--- src/rtl/mem_arbiter.sv ---
// Two-port round-robin arbiter in front of the single-port negedge RAM.
// Optional grant counters are enabled with `define MEM_ARB_STATS_EN.

// Per-port completion path: turns "my access is finishing" into the ack
// pulse and captures the RAM read data.
module mem_arb_port #(
  parameter int WIDTH = 8
) (
  input  logic             clk,
  input  logic             reset,
  input  logic             i_done,
  input  logic [WIDTH-1:0] i_mem_rd,
  output logic             o_ack,
  output logic [WIDTH-1:0] o_rd
);
  logic             r_ack;
  logic [WIDTH-1:0] r_rd;

  always_ff @(posedge clk) begin
    if (reset) begin
      r_ack <= 1'b0;
      r_rd  <= '0;
    end else begin
      r_ack <= i_done;
      if (i_done) r_rd <= i_mem_rd;
    end
  end

  assign o_ack = r_ack;
  assign o_rd  = r_rd;
endmodule

module mem_arbiter #(
  parameter int WIDTH         = 8,
  parameter int RAM_ADDR_BITS = 8
) (
  input  logic                     clk,
  input  logic                     reset,
  input  logic                     p0_req,
  input  logic                     p0_we,
  input  logic [RAM_ADDR_BITS-1:0] p0_adr,
  input  logic [WIDTH-1:0]         p0_wd,
  output logic                     p0_ack,
  output logic [WIDTH-1:0]         p0_rd,
  input  logic                     p1_req,
  input  logic                     p1_we,
  input  logic [RAM_ADDR_BITS-1:0] p1_adr,
  input  logic [WIDTH-1:0]         p1_wd,
  output logic                     p1_ack,
  output logic [WIDTH-1:0]         p1_rd,
  output logic                     mem_en,
  output logic                     mem_we,
  output logic [RAM_ADDR_BITS-1:0] mem_adr,
  output logic [WIDTH-1:0]         mem_wd,
  input  logic [WIDTH-1:0]         mem_rd
`ifdef MEM_ARB_STATS_EN
  ,
  input  logic                     stats_clr,
  output logic [15:0]              p0_grants,
  output logic [15:0]              p1_grants
`endif
);
  localparam int NP = 2;

  logic [NP-1:0]                    w_req, w_we, w_done, w_elig, w_ack;
  logic [NP-1:0][RAM_ADDR_BITS-1:0] w_adr;
  logic [NP-1:0][WIDTH-1:0]         w_wd, w_rd;
  logic                             w_win, w_launch;

  logic                     r_busy, r_owner, r_prio;
  logic                     r_en, r_we;
  logic [RAM_ADDR_BITS-1:0] r_adr;
  logic [WIDTH-1:0]         r_wd;

  assign w_req = {p1_req, p0_req};
  assign w_we  = {p1_we,  p0_we};
  assign w_adr = {p1_adr, p0_adr};
  assign w_wd  = {p1_wd,  p0_wd};

  // The finishing owner is masked so its still-high req is not re-granted
  // on the very edge that acks it.
  for (genvar g = 0; g < NP; g++) begin : g_port
    assign w_done[g] = r_busy & (r_owner == 1'(g));
    assign w_elig[g] = w_req[g] & ~w_done[g];

    mem_arb_port #(.WIDTH(WIDTH)) u_port (
      .clk      (clk),
      .reset    (reset),
      .i_done   (w_done[g]),
      .i_mem_rd (mem_rd),
      .o_ack    (w_ack[g]),
      .o_rd     (w_rd[g])
    );
  end

  assign w_launch = |w_elig;
  assign w_win    = (&w_elig) ? r_prio : w_elig[1];

  always_ff @(posedge clk) begin
    if (reset) begin
      r_busy  <= 1'b0;
      r_owner <= 1'b0;
      r_prio  <= 1'b0;
      r_en    <= 1'b0;
      r_we    <= 1'b0;
      r_adr   <= '0;
      r_wd    <= '0;
    end else begin
      r_busy <= w_launch;
      r_en   <= w_launch;
      if (w_launch) begin
        r_owner <= w_win;
        r_prio  <= ~w_win;
        r_we    <= w_we[w_win];
        r_adr   <= w_adr[w_win];
        r_wd    <= w_wd[w_win];
      end
    end
  end

  assign mem_en  = r_en;
  assign mem_we  = r_we;
  assign mem_adr = r_adr;
  assign mem_wd  = r_wd;
  assign p0_ack  = w_ack[0];
  assign p1_ack  = w_ack[1];
  assign p0_rd   = w_rd[0];
  assign p1_rd   = w_rd[1];

`ifdef MEM_ARB_STATS_EN
  logic [NP-1:0][15:0] r_grants;

  // Clear has priority over a same-edge grant; counters stick at all-ones.
  always_ff @(posedge clk) begin
    for (int i = 0; i < NP; i++) begin
      if (reset || stats_clr)
        r_grants[i] <= '0;
      else if (w_launch && (w_win == 1'(i)) && (r_grants[i] != 16'hFFFF))
        r_grants[i] <= r_grants[i] + 16'd1;
    end
  end

  assign p0_grants = r_grants[0];
  assign p1_grants = r_grants[1];
`endif
endmodule

--- config.mk ---
export PLATFORM = sky130hd
export DESIGN_NAME = mem_arbiter
export DESIGN_NICKNAME = d
export VERILOG_FILES = /design/src/rtl/mem_arbiter.sv
export SDC_FILE = /design/constraint.sdc
export NUM_CORES = 1
export LEC_CHECK = 0
export ABC_AREA = 1
export CORE_MARGIN = 2
export CORE_UTILIZATION = 43
export DETAILED_ROUTE_END_ITERATION = 10
export GPL_TIMING_DRIVEN = 1
export HOLD_SLACK_MARGIN = 0.15
export PLACE_DENSITY = 0.93
export SYNTH_ARGS = -nofsm -noshare
export SYNTH_HDL_FRONTEND = slang
export SYNTH_SLANG_ARGS = --single-unit
--- constraint.sdc ---
create_clock -name clk -period 3.4 [get_ports clk]
set_clock_uncertainty 0.05 [all_clocks]
set_input_delay 0.34 -clock clk [delete_from_list [all_inputs] [get_ports clk]]
set_output_delay 0.34 -clock clk [all_outputs]
set_load 0.01 [all_outputs]
==> reports/metrics.yaml <==
synthesis:
  synth_top_cell_by_area: "sky130_fd_sc_hd__dfxtp_1"
  synth.top_cells.by_area: "sky130_fd_sc_hd__dfxtp_1 (46%), sky130_fd_sc_hd__nand2_1 (12%), sky130_fd_sc_hd__nand3_1 (11%), sky130_fd_sc_hd__inv_1 (8.6%), sky130_fd_sc_hd__nor2_1 (7.7%)"
  synth-seq-cells: 38
  synth.yosys.warnings: 0
  mean_instance_size_in_the_synthesized_netlist_um2: 7.05
  synthesized_net_count: 281
  synth.lib_cells_used.distinct: 19
  post_synth_inst_count: 235
  synth_area_um2: 1660
  synth_top_area_share: 0.459
  synth.yosys.seq_area_share: 0.459
final_layout:
  insertedDiodeCount: 0
  design.final.nets: 360
  areaGrowthSynthToFinish_pct: 55.2
  fillcell_total: 316
  layout-drive-gt1-share: 0.0571
clock_network:
  clk_transition_reported_paths_ns: 0.07
  clock_tree.buffer_depth: 2
  clock_latency_late_sink_ns: 0.29
  cts_repair_resize_count: 0
  numCtsBuffers: 5
  cts_tree: "yes"
  holdBufCountCts: 0
  clock_sinks: 38
  clock_tree.root_cell: "sky130_fd_sc_hd__clkbuf_8"
  cts_setup_buffers: 0
  cts_htree_levels: 2
sta:
  finalHoldViolations: 0
  final.setup.tns_ns: 0
  finalCritPeriodShare: 0.483
  timing.slew.headroom: 0.676
  final_max_slew_viol_count: 0
  worst_slew_pin_slew_ns: 0.485
  grt_setup_unrepaired: "no"
  period_needed_ns: 1.64
  fmaxAchievable_mhz: 609
  timing.final.setup_violations: 0
  hold_slack_ns: 0.400
die:
  design.portCount: 82
  core_region_area_um2: 3690
  row_count: 22
  floorplan.die_area_um2: 4370
  die_y_um: 66.1
  initial_utilization: 0.449
  dieWidth_um: 66.1
global_route:
  antenna_found_initial: 0
  first_global_vias: 1593
  busiest_layer: "met2"
  total_global_routing_track_utilization: 0.203
  use_met2: 0.366
  groute.layer.met3.usage: 0.0750
  grt_overflow_total: 0
  grt_util_met1: 0.215
  grt_max_degree: 20
  grt_pass1_wl_um: 6690
setup_path:
  timing.critical_path.slowest_cell_delay_ns: 0.58
  timing.critical_path.required_ns: 3.01
  worst-path-max-fanout: 3
  timing.reg2reg.setup_slack_ns: 1.77
  critical_path.top_delay_family: "buffers and inverters"
  timing.critical_path.buf_inv: 1
  ff_to_ff_path_depth: 7
  setup.worst_path.start_class: "flip-flop"
  crit-reg2reg-launch: "mem_en"
  master_of_the_slowest_instance_on_the_critical_path: "sky130_fd_sc_hd__clkdlybuf4s50_1"
  arrival_ns: 1.25
  critPathKind: "flip-flop to output port"
  worstPathCellList: "clkdlybuf4s50_1"
  timing.critical_path.to_type: "output port"
  crit-reg2reg-capture: "mem_adr[3]"
detailed_routing:
  wl_per_cell_um: 11.1
  finalWirelength_um: 4050
  drtAntennaViolNets: 0
  first_pass_iters: 4
  viasPerCell: 4.73
  drtIter0Drc: 71
  remaining_drc_errors: 0
  vias: 1718
placement:
  post-dp-hpwl_um: 3050
  finalWeightedCongestion: 0.765
  placement.io_buffers: 81
power:
  p_per_area_nw_per_um2: 439
  worst_ir_drop_vdd_v: 0.000238
  power.static_leakage_nw: 1.22
min_path:
  worstHoldPathType: "flip-flop to flip-flop"
  worst_hold_path.endpoint: "mem_adr[0]"
  whs_path_cells: 2
  min_from: "mem_adr[0]"
status:
  status: "finished, final reports clean"
flow_run:
  maxCapViolations: 0
==> report_power, final <==
part / switching, W / internal [W]
sequential: 0.0000211 / 0.000483
clock: 0.000155 / 0.000216
combinational: 0.000115 / 0.000138
==> cell usage after synthesis <==
cell type                  number
sky130_fd_sc_hd__a21oi_1        1
sky130_fd_sc_hd__a21oi_4        1
sky130_fd_sc_hd__and3_1         1
sky130_fd_sc_hd__buf_2          3
sky130_fd_sc_hd__buf_4          1
sky130_fd_sc_hd__buf_6          3
sky130_fd_sc_hd__clkbuf_1       1
sky130_fd_sc_hd__clkbuf_2       1
sky130_fd_sc_hd__dfxtp_1       38
sky130_fd_sc_hd__inv_1         38
sky130_fd_sc_hd__inv_2          2
sky130_fd_sc_hd__nand2_1       53
sky130_fd_sc_hd__nand2_2        1
sky130_fd_sc_hd__nand2_4        4
sky130_fd_sc_hd__nand3_1       35
sky130_fd_sc_hd__nand3_2        1
sky130_fd_sc_hd__nor2_1        34
sky130_fd_sc_hd__nor2_4         1
sky130_fd_sc_hd__o21ai_0       16
==> routing by layer <==
layer  share of wire  wire [µm]  vias up
li1                -          -      875
met1            0.41       1670      744
met2            0.47       1890       91
met3            0.11        427        8
met4           0.015         61        0
met5               0          0        -
==> per-stage QoR <==
| step | utilization | instance area [µm²] | cells | power (W) | setup slack, ns |
|---|---|---|---|---|---|
| 5_1_grt | 0.697 | 2570 | 363 | 0.00119 | 1.62 |
| 6_report | 0.697 | 2570 | 363 | 0.00113 | 1.76 |
| 3_5_place_dp | 0.668 | 2460 | 355 | 0.000768 | 1.45 |
| 2_1_floorplan | - | 1660 | 235 | 0.000631 | 2.14 |
| 4_1_cts | 0.697 | 2570 | 363 | 0.00114 | 1.74 |
| 3_3_place_gp | 0.668 | 2460 | 355 | 0.000762 | 1.51 |
==> logic make-up (layout without fill, tap and decap cells) <==
logic type	count (synthesis)	in the layout	share of synthesized area
AOI/OAI and AO/OA	18	18	0.0611
DFF	38	38	0.459
buffers and inverters	49	129	0.130
and+or+nand+nor	130	130	0.350
==> layout by cell type, fill, tap and decap left out <==
| cell | synthesis | routed |
|---|---|---|
| sky130_fd_sc_hd__clkdlybuf4s50_1 | 0 | 81 |
| sky130_fd_sc_hd__nand2_1 | 53 | 53 |
| sky130_fd_sc_hd__inv_1 | 38 | 38 |
| sky130_fd_sc_hd__dfxtp_1 | 38 | 38 |
| sky130_fd_sc_hd__nand3_1 | 35 | 35 |
| sky130_fd_sc_hd__nor2_1 | 34 | 34 |
| sky130_fd_sc_hd__o21ai_0 | 16 | 16 |
| sky130_fd_sc_hd__clkbuf_8 | 0 | 5 |
| sky130_fd_sc_hd__nand2_4 | 4 | 4 |
| sky130_fd_sc_hd__inv_2 | 2 | 2 |
| sky130_fd_sc_hd__clkinv_2 | 0 | 2 |
| sky130_fd_sc_hd__nand3_2 | 1 | 1 |
| sky130_fd_sc_hd__a21oi_4 | 1 | 1 |
| sky130_fd_sc_hd__nand2_2 | 1 | 1 |
| sky130_fd_sc_hd__nor2_4 | 1 | 1 |
| sky130_fd_sc_hd__a21oi_1 | 1 | 1 |
| sky130_fd_sc_hd__and3_1 | 1 | 1 |
| sky130_fd_sc_hd__bufinv_16 | 0 | 1 |
==> worst max path at each step <==
stage	from	to	slack [ns]	cells past startpoint
after floorplan	mem_en	mem_adr[6]	2.14	8
after global placement	p0_req	mem_adr[1]	1.51	6
after detailed placement	p0_req	mem_adr[3]	1.45	6
after CTS	mem_en	mem_en	1.74	1
after global routing	mem_en	mem_wd[4]	1.62	7
final	mem_en	mem_en	1.76	1
==> flip-flops by register name, summed over array words and instances (netlist names) <==
name / cells
mem_adr: 8
g_port.u_port.o_rd: 16
mem_wd: 8
mem_en: 1
g_port.u_port.o_ack: 2
r_prio: 1
mem_we: 1
r_owner: 1
==> layout make-up <==
| class | count | area, µm² | share of cell area |
|---|---|---|---|
| well taps | 48 | 60.1 | 0.0233 |
| flip-flops and latches | 38 | 761 | 0.296 |
| inverters | 40 | 150 | 0.0584 |
| clock inverters | 3 | 40.0 | 0.0156 |
| multi-input cells | 148 | 682 | 0.265 |
| repair buffers | 81 | 811 | 0.315 |
| clock buffers | 5 | 68.8 | 0.0268 |
No activity file was read; power rests on OpenSTA's default activity.
